File: config.mk
export PLATFORM = sky130hd
export DESIGN_NAME = rr_arbiter6
export DESIGN_NICKNAME = d
export VERILOG_FILES = /design/src/rtl/rr_arbiter6.sv
export SDC_FILE = /design/constraint.sdc
export NUM_CORES = 1
export LEC_CHECK = 0
export CAP_MARGIN = 20
export CORE_UTILIZATION = 45
export DETAILED_ROUTE_END_ITERATION = 7
export GPL_TIMING_DRIVEN = 0
export PLACE_DENSITY = 0.74
export SLEW_MARGIN = 20
export SYNTH_ARGS = -nofsm -noshare
export SYNTH_HDL_FRONTEND = slang
export SYNTH_SLANG_ARGS = --single-unit
File: constraint.sdc
create_clock -name clk -period 3.7 [get_ports clk]
set_input_delay 0.74 -clock clk [delete_from_list [all_inputs] [get_ports clk]]
set_output_delay 0.74 -clock clk [all_outputs]
set_load 0.05 [all_outputs]
File: src/rtl/rr_arbiter6.sv
// Six-way round-robin arbiter with a registered one-hot mux select and per-source ack pulses.
// Optional ARB6_BURST_EN lets a still-requesting source keep its grant for up to BURST_LEN transfers.
module rr_arbiter6 #(
    parameter int BURST_LEN = 4,
    parameter int CNT_W     = 2
) (
    input  logic       clk,
    input  logic       rst,
    input  logic [5:0] req,
    input  logic       out_ready,
    output logic [5:0] sel,
    output logic       out_valid,
    output logic [2:0] grant_idx,
    output logic [5:0] ack
);

    generate
        if ((1 << CNT_W) < BURST_LEN) begin : g_bad_burst_cfg
            $error("rr_arbiter6: CNT_W too narrow for BURST_LEN");
        end
    endgenerate

    typedef enum logic {
        S_IDLE,
        S_GRANT
    } state_t;

    state_t     state_q, state_d;
    logic [5:0] sel_q, sel_d;
    logic [5:0] ack_q, ack_d;
    logic [2:0] idx_q, idx_d;
    logic [2:0] ptr_q, ptr_d;
    logic [2:0] idx_inc;
    logic       found;
    logic [2:0] pick_idx;
    logic       burst_more;

`ifdef ARB6_BURST_EN
    logic [CNT_W-1:0] cnt_q, cnt_d;

    assign burst_more = req[idx_q] && ((int'(cnt_q) + 1) < BURST_LEN);

    always_ff @(posedge clk) begin
        if (rst) cnt_q <= '0;
        else     cnt_q <= cnt_d;
    end
`else
    assign burst_more = 1'b0;
`endif

    assign idx_inc = (idx_q == 3'd5) ? 3'd0 : idx_q + 3'd1;

    // Scan from the farthest offset down so the nearest request to ptr wins.
    always_comb begin
        int c;
        found    = 1'b0;
        pick_idx = 3'd0;
        c        = 0;
        for (int k = 5; k >= 0; k--) begin
            c = int'(ptr_q) + k;
            if (c > 5) c = c - 6;
            if (req[c[2:0]]) begin
                found    = 1'b1;
                pick_idx = c[2:0];
            end
        end
    end

    always_ff @(posedge clk) begin
        if (rst) begin
            state_q <= S_IDLE;
            sel_q   <= '0;
            ack_q   <= '0;
            idx_q   <= '0;
            ptr_q   <= '0;
        end else begin
            state_q <= state_d;
            sel_q   <= sel_d;
            ack_q   <= ack_d;
            idx_q   <= idx_d;
            ptr_q   <= ptr_d;
        end
    end

    always_comb begin
        state_d = state_q;
        sel_d   = sel_q;
        idx_d   = idx_q;
        ptr_d   = ptr_q;
        ack_d   = '0;
`ifdef ARB6_BURST_EN
        cnt_d   = cnt_q;
`endif
        unique case (state_q)
            S_IDLE: begin
                if (found) begin
                    state_d = S_GRANT;
                    sel_d   = 6'd1 << pick_idx;
                    idx_d   = pick_idx;
`ifdef ARB6_BURST_EN
                    cnt_d   = '0;
`endif
                end
            end
            S_GRANT: begin
                if (out_ready) begin
                    ack_d = sel_q;
                    if (burst_more) begin
`ifdef ARB6_BURST_EN
                        cnt_d = cnt_q + 1'b1;
`endif
                    end else begin
                        state_d = S_IDLE;
                        sel_d   = '0;
                        idx_d   = '0;
                        ptr_d   = idx_inc;
                    end
                end
            end
            default: state_d = S_IDLE;
        endcase
    end

    always_comb begin
        sel       = sel_q;
        out_valid = |sel_q;
        grant_idx = idx_q;
        ack       = ack_q;
    end

endmodule

Word level (Yosys, flattened, before mapping)
Index checks and enable logic that the tools add are counted.
{"block": "totals", "ff_bits": 19, "latchBits": 0, "ram_bits": 0, "romBits": 0, "inputBits": 9, "out_inout_bits": 16, "wordCells": 79, "memories": 0}
{"block": "op_classes", "addsub": 12, "n_mul": 0, "n_div": 0, "n_lt_le_gt_ge": 12, "n_eq_ne": 3, "shift": 1, "muxes": 40, "bitwise": 2, "reduce_logical": 4}
{"op": "$mux W3", "n": 15}
{"op": "$lt A3 B4 Y1 const B", "n": 6}
{"op": "$gt A4 B3 Y1 const B", "n": 5}
{"op": "$bmux W1 S3", "n": 6}
{"op": "$sub A3 B3 Y3 const B", "n": 6}
{"op": "$mux W1", "n": 14}
{"op": "$mux W6", "n": 2}
{"op": "$pmux W6 S2", "n": 1}
{"op": "$add A3 B2 Y4 const B", "n": 2}
{"op": "$add A3 B3 Y4 const B", "n": 2}
{"op": "$pmux W3 S2", "n": 1}
{"op": "$reduce_or A6 Y1", "n": 1}
{"op": "$shl A1 B3 Y6 const A", "n": 1}
{"op": "$add A3 B1 Y4 const B", "n": 1}
{"op": "$ne A2 B2 Y1 const B", "n": 2}
{"op": "$reduce_and A2 Y1", "n": 2}
{"op": "$add A3 B1 Y3 const B", "n": 1}
{"op": "$eq A3 B3 Y1 const B", "n": 1}
{"op": "$gt A3 B3 Y1 const B", "n": 1}
{"op": "$reduce_or A3 Y1", "n": 1}
{"op": "$not A1 Y1", "n": 2}
{"op": "$pmux W1 S2", "n": 1}

Depth between registers and ports, before layout
{"block": "depth", "word_depth": 14, "mapped_depth": 15}

Worst setup path before layout
No wires, ideal clock.
{"block": "synth_timing", "kind": "reg2reg", "startpoint": "register ptr_q[0]", "endpoint": "register sel_q[1] (netlist: sel[1])", "setup_ns": 0.096, "t_arrival_ns": 3.050, "required_time_ns": 3.604, "path_slack_ns": 0.554, "stages_incl_launch_ff": 14, "path_buffers": 4, "period_less_slack_ns": 3.146, "path_cell_list": "dfxtp_1 > buf_6 > buf_6 > inv_1 > ha_1 > clkbuf_1 > buf_2 > nor4_2 > a311oi_1 > a211o_1 > and4bb_4 > a2111oi_4 > nor2_2 > o41ai_2"}
{"block": "synth_via", "elab_chain_cells": 14, "word_cells_on_any_way": 52}
{"item": "start: declaration", "line_no": "32", "rtl": "logic [2:0] ptr_q, ptr_d;"}
{"item": "start signal: assignment", "line_no": "81", "rtl": "ptr_q <= ptr_d;"}
{"item": "$add A3 B3 Y4", "line_no": "60", "rtl": "c = int'(ptr_q) + k;"}
{"item": "$gt A4 B3 Y1 or $sub A3 B3 Y3 (tied branches)", "line_no": "61", "rtl": "if (c > 5) c = c - 6;"}
{"item": "$mux W3", "line_no": "61"}
{"item": "$bmux W1 S3", "line_no": "62", "rtl": "if (req[c[2:0]]) begin"}
{"item": "$mux W1 (implied by the code)", "line_no": "62"}
{"item": "$mux W3 (6 in series)", "line_no": "62"}
{"item": "$shl A1 B3 Y6", "line_no": "98", "rtl": "sel_d = 6'd1 << pick_idx;"}
{"item": "$mux W6", "line_no": "96", "rtl": "if (found) begin"}
{"item": "$pmux W6 S2", "line_no": "94", "rtl": "unique case (state_q)"}
{"item": "end signal: assignment", "line_no": "78", "rtl": "sel_q <= sel_d;"}
{"item": "end: declaration", "line_no": "29", "rtl": "logic [5:0] sel_q, sel_d;"}
Several ways; a longest one is shown, not always the timed one. The select of a mux whose other input is x is not followed.
A chain may end at the register's enable or synchronous reset.

Worst setup path after layout
{"block": "layout_timing", "startpoint": "register ptr_q[0]", "endpoint": "register sel_q[4] (netlist: sel[4])"}
The elaborated chain is that of the path after synthesis.

==> impl_metrics.toml <==
[logic_synthesis]
synth.cells.most_frequent = "sky130_fd_sc_hd__nor2_1 (22), sky130_fd_sc_hd__dfxtp_1 (19), sky130_fd_sc_hd__nand3_1 (18), sky130_fd_sc_hd__nand2_1 (16), sky130_fd_sc_hd__a21oi_1 (13)"
synth.yosys.seq_area_share_pct = 19.38
postSynthNetCount = 260
synth_top_cell_area_share_pct = 19.38
syn_inst = 240
synth.lib_cells_used.distinct = 64
post_synth_main_area_contributors = "sky130_fd_sc_hd__dfxtp_1 (19%), sky130_fd_sc_hd__ha_1 (7.0%), sky130_fd_sc_hd__nand3_1 (4.6%), sky130_fd_sc_hd__nor2_1 (4.2%), sky130_fd_sc_hd__o41ai_2 (4.1%)"
synth-seq-cells = 19
synth_enable_flop_cells = 0
synth.cell_area_sq_um = 1963
yosysWarnings = 0
synth_area_leader_cell = "sky130_fd_sc_hd__dfxtp_1"
asyncSetResetFlopFracSynth_pct = 0
synthesis.area_per_instance_sq_um = 8.180
yosys_most_used_dff = "sky130_fd_sc_hd__dfxtp_1"
yosysMostFrequentCell = "sky130_fd_sc_hd__nor2_1"

[global_route]
grt_antenna_before_repair = 0
global_route.overflow_total = 0
wire_length_of_the_first_global_routing_pass_mm = 8.107
grt_usage_pct = 23.67
largest_net_degree_at_the_start_of_global_routing = 11
grt_pass1_vias = 1693

[clocking]
worst_setup_hold_path_clk_slew_ns = 0.07
tritoncts_clock_tree = "yes"
cts_sinks = 19
htree_num_levels = 1
cts_hold_buffers = 0
clock_insertion_delay_worst_skew_ns = 0.26
max_buffers_root_to_sink = 2
cts-buffers-inserted = 3
root_buffer = "sky130_fd_sc_hd__clkbuf_8"

[power_and_ir_drop]
pwr-share-seq_pct = 26.6
share_of_total_power_in_the_clock_network_pct = 15.7
power_leakage_nw = 0.8985
swShare_pct = 45.17
p_switching_uw = 416.8
comb_power_share_pct = 57.7
internal_power_component_uw = 506.0
pwr_density_cell_nw_per_um2 = 393.8
worst_ir_drop_vdd_mv = 0.2950

[finish]
layout-drive-gt1-share_pct = 15.67
layout.nets = 289
area.growth.synth_to_final_pct = 19.38
num-fill-cells = 379
diodes = 0
finalInstanceArea_sq_um = 2344
fin_util_pct = 57.35

[status]
result_of_the_run = "finished, final reports clean"

[route]
detailedRoute.firstPassIterationCount = 4
postRouteWirelength_mm = 5.322
drt_iter0_markers = 143
drc = 0
via_per_inst = 6.208
route.detailed.wl_per_inst_um = 16.74
routed-via-count = 1974
antenna_violating_nets_post_route = 0

[setup_path]
timing.critical_path.from_type = "flop"
timing.critical_path.cells = "buf_6 > buf_6 > inv_1 > ha_1 > clkbuf_4 > o41ai_1 > nand3b_1 > nor3_2 > o221ai_1 > a311oi_2 > nor2_1 > o41ai_1"
setup.worst_path.class = "reg2reg"
worst_path_max_delay_cell = "sky130_fd_sc_hd__dfxtp_2"
worst_setup_path_end_kind = "flop"
cp.buffers_inverters = 4
cp_data_required_time_ns = 3.86
cp_data_arrival_time_ns = 3.70
critical_path_peak_fanout = 10
critical_path.top_delay_family = "compound AO/OA/AOI/OAI gates"
critical_path.max_stage_delay_ns = 0.42

[floorplan]
design.die.area_sq_um = 4631
top_level_ports = 25
die_height_um = 68.05
floorplan.initialDensity_pct = 48.04
die-width_um = 68.05
core.rowCount = 23
fp.coreArea_sq_um = 4086

[sta]
final_min_period_over_clock_period_pct = 95.76
max_freq_mhz = 282.2
setup_viol_count_final = 0
rsz0062_at_grt = "no"
tightest_slew_ns = 0.6977
post-route-min-period_ns = 3.543
finalHoldViolCount = 0
max_slew_margin_pct = 52.16
timing_max_transition_violations_final = 0
holdWs_ns = 0.5078
worst_clock_skew_ns = 0.003237

[placed_design]
place.gp.congestion = 0.9067
dpl-instance-area_sq_um = 2266
place.detailed.hpwl_mm = 4.023
io_buffer_count = 24

[flow_run]
drv_cap = 0

[worst_hold_path]
hold_path_class = "reg2reg"
-- layout make-up --
cell class | count | area (sq um) | share of cell area (%)
Multi-Input combinational cell | 203 | 1503 | 64.12
Tap cell | 50 | 62.56 | 2.670
Buffer | 11 | 80.08 | 3.417
Clock buffer | 4 | 45.04 | 1.922
Sequential cell | 19 | 382.9 | 16.34
Inverter | 6 | 22.52 | 0.9610
Timing Repair Buffer | 25 | 247.7 | 10.57
-- repair_timing --
action,4_1_cts,5_1_grt
endpoints found under the setup margin,4,9
setup buffers,0,1
resized for setup,4,3
gates cloned,0,0
pin swaps,0,2
-- through the flow --
stage	instances	setup TNS (ns)	power [mW]	setup WS, ns
after global placement	314	-0.2281	0.7540	-0.1137
after CTS	318	0	0.9113	0.05628
final	318	0	0.9228	0.1569
after global routing	318	0	0.9786	0.009601
after floorplan	240	0	0.6377	0.5538
after detailed placement	314	-0.2205	0.7627	-0.1058
-- per-layer routing --
metal  up-vias  routed length, um  GRT usage (%)
met3         3                319          4.333
met4         0                 12          3.125
met2        52               2455          36.89
li1        973                  -              -
met5         -                  0              0
met1       946               2535          34.27
-- logic make-up after synthesis --
group	Yosys count	share of synthesized area [%]
and+or+nand+nor	103	28.75
AOI/OAI and AO/OA	72	30.28
DFF	19	19.38
buffers and inverters	18	5.289
muxes	11	6.628
adders and majority gates	11	7.011
xor gates and xnor gates	6	2.677
-- power groups by stage --
stage	sequential, mW	combinational (mW)	clock, mW
2_1_floorplan	0.293	0.345	0
3_3_place_gp	0.249	0.505	0
3_5_place_dp	0.250	0.513	0
4_1_cts	0.245	0.520	0.146
5_1_grt	0.248	0.571	0.159
6_report	0.245	0.532	0.145
-- sequential cells by signal, summed over array words and instances, names as in the netlist --
signal / cells
sel: 6
ack: 6
state_q: 1
ptr_q: 3
grant_idx: 3
-- layout by cell type, fill, tap and decap left out, drive strengths merged, types with 2 or more instances in the layout --
cell and n:
o21a 2, and2 11, nand3 18, or2 4
buf 11, a211o 2, a21o 4, nor4 5
a311oi 3, ha 11, a21oi 14, mux2i 7
a2111oi 2, o21bai 4, a211oi 4, nand2b 3
o41ai 8, mux2 4, o22ai 2, nor3 9
nand2 16, a41oi 2, clkbuf 5, nor2 23
nor2b 4, nand3b 2, xnor2 6, dfxtp 19
or3b 3, inv 6, clkdlybuf4s50 24, o2111ai 2
o221ai 4, o21ai 8
-- path summary, 6_finish.rpt --
kind	start	to	slack, ns	depth (start not counted)
max reg2reg	ptr_q[0]	sel[4]	0.16	12
min	sel[0]	ack[0]	0.51	1
max	ptr_q[0]	sel[4]	0.16	12
min reg2reg	sel[0]	ack[0]	0.51	1
No activity file was read; power rests on OpenSTA's default activity.
==> RTL change (same flow settings) <==
Build with the macro `ARB6_BURST_EN` defined.
--- a/src/rtl/rr_arbiter6.sv
+++ b/src/rtl/rr_arbiter6.sv
@@ -1,5 +1,7 @@
 // Six-way round-robin arbiter with a registered one-hot mux select and per-source ack pulses.
 // Optional ARB6_BURST_EN lets a still-requesting source keep its grant for up to BURST_LEN transfers.
+`define ARB6_BURST_EN
+
 module rr_arbiter6 #(
     parameter int BURST_LEN = 4,
     parameter int CNT_W     = 2
Formal check against the unedited RTL: not equivalent (Yosys sat finds a counterexample within 4 cycles, from zero or initial values and one cycle with rst high).
==> RTL change against the unedited design <==
- wire length is 0.32% lower
- non-clock buffer count is 1 lower
- power is 19% lower
- worst hold slack worse by 0.0052 ns
- maximum frequency hardly changed
- die area is 8.2% higher
- design area is 8.0% higher
- worst setup slack worse by 0.00051 ns
- core utilization is 0.42 points lower
- combinational power is 36% lower
- synthesized area is 8.5% higher
- sequential cell count is 2 higher
- critical path depth is 2 higher
- critical path type unchanged
- largest cell class unchanged
==> RTL change: results (changes against the unedited design) <==
[outcome]
run_status = finished, final reports clean

[synthesis]
ys_top_cells_by_area = dfxtp_1 (20%), ha_1 (7.1%), mux2i_1 (5.2%), mux2_2 (3.2%), mux4_2 (3.2%)
async_flop_share_pct = 0  ; unchanged
syn_nets = 268  ; +3.1%
yosys.cell_types.count = 66  ; +3.1%
yosysSeqAreaShare_pct = 19.7  ; +0.37 points
synthTopCellsByCount = dfxtp_1 (21), nor2_1 (17), nand2_1 (16), ha_1 (12)
synth_top_area_share_pct = 19.7  ; +0.37 points

[placed_design]
place_area_um2 = 2430  ; +7.5%
hpwl_mm = 4.15  ; +3.3%
pre_cts_slack_ns = -0.222  ; -0.116 ns
gp_congestion = 0.985  ; +8.7%

[sta]
fin_skew_ns = 0.00367  ; +0.000430 ns
max_slew.worst_pin.slew_ns = 0.660  ; -0.0373 ns

[grt]
gr-usage-all-layers_pct = 22.4  ; -1.3 points
antenna_found_initial = 0  ; unchanged
grt_pass1_vias = 1896  ; +12%
grt_max_degree = 13  ; +2
grt_pass1_wl_mm = 9.07  ; +12%

[power_and_ir_drop]
ir_drop_uv = 183  ; -38%
power_leakage_nw = 0.910  ; +1.3%

[route]
dr.pass1.iters = 7  ; +3
drt_iter0_drc = 248  ; +73%
vias = 2012  ; +1.9%
routedWlPerCell_um = 16.2  ; -3.4%

[finish]
n_fill_cell = 425  ; +12%
drive_above_1_share_pct = 17.8  ; +2.1 points
layout.nets = 298  ; +3.1%

[critical_path]
path_max_fanout = 10  ; unchanged
slowest_delay_ns = 0.47  ; +0.05 ns
cp.arrival_ns = 3.70  ; about the same

[cts]
cts_buffers = 3  ; unchanged
root_buffer = clkbuf_8

## RTL change: cell count changes after synthesis, sizes merged, moves of 4 or more
cell	unedited run	this run
nand2b	3	9
a32o	0	5
nor2	23	17
nor3	9	5
o41ai	8	0
buf	11	7
o21ai	8	12
a31oi	1	5
mux2i	7	13
inv	6	10
nand3	18	7
## RTL change: path summary, 6_finish.rpt
| path | startpoint | end | slack [ns] | cells after the start |
|---|---|---|---|---|
| setup reg to reg | ptr_q[0] | sel[5] | 0.16 | 14 |
| setup / recovery | ptr_q[0] | sel[5] | 0.16 | 14 |
| hold reg to reg | sel[3] | sel[3] | 0.50 | 1 |
| hold / removal | sel[3] | sel[3] | 0.50 | 1 |
## RTL change: cells by family after synthesis
| kind of cell | after synthesis | synth area share [%] |
|---|---|---|
| buffers and inverters | 20 | 4.70 |
| AOI/OAI and AO/OA | 74 | 27.6 |
| muxes | 22 | 13.6 |
| adders and majority gates | 12 | 7.05 |
| DFF | 21 | 19.7 |
| and+or+nand+nor | 91 | 24.4 |
| xor gates and xnor gates | 7 | 2.88 |
## RTL change: report_power, final
part / internal [mW] / switching (mW) / total (mW)
Clock: 0.0751 / 0.0748 / 0.150
Combinational: 0.140 / 0.199 / 0.339
Sequential: 0.238 / 0.0170 / 0.255
Total: 0.453 / 0.291 / 0.744
## RTL change: cell type report
type / count / area [um^2] / share of cell area (%)
multi-input cells: 206 / 1640 / 65.0
flip-flops and latches: 21 / 422 / 16.7
repair buffers: 26 / 255 / 10.1
well taps: 52 / 65.1 / 2.57
plain buffers: 9 / 60.1 / 2.37
clock buffers: 3 / 41.3 / 1.63
inverters: 10 / 37.5 / 1.48
clock inverters: 1 / 5.00 / 0.198
## RTL change: per-stage QoR
stage	hold slack (ns)	instances	TNS (ns)
2_1_floorplan	0.467	247	0
3_3_place_gp	0.485	323	-1.31
5_1_grt	0.529	328	0
6_report	0.503	328	0
3_5_place_dp	0.489	323	-1.38
4_1_cts	0.503	326	0
## RTL change: metal layers
metal,up-vias,part of all wire [%],GRT usage [%]
met4,0,1.1,4.67
met3,10,6.3,3.99
met1,941,47,31.1
met2,65,46,36.4
li1,996,-,-
met5,-,0,0
## RTL change: what timing repair did
item | CTS | global route
pin swaps | 0 | 1
gates resized for setup | 2 | 6
endpoints found under the hold margin | 0 | 0
endpoints found under the setup margin | 9 | 9
setup buffers | 0 | 2
## RTL change: critical path, delay by kind of cell, from the launching register on
kind	cells	cell delay [ns]
DFF	1	0.47
adders and majority gates	2	0.58
muxes	1	0.21
buffers and inverters	4	0.77
AOI/OAI and AO/OA	3	0.61
and+or+nand+nor	4	0.80
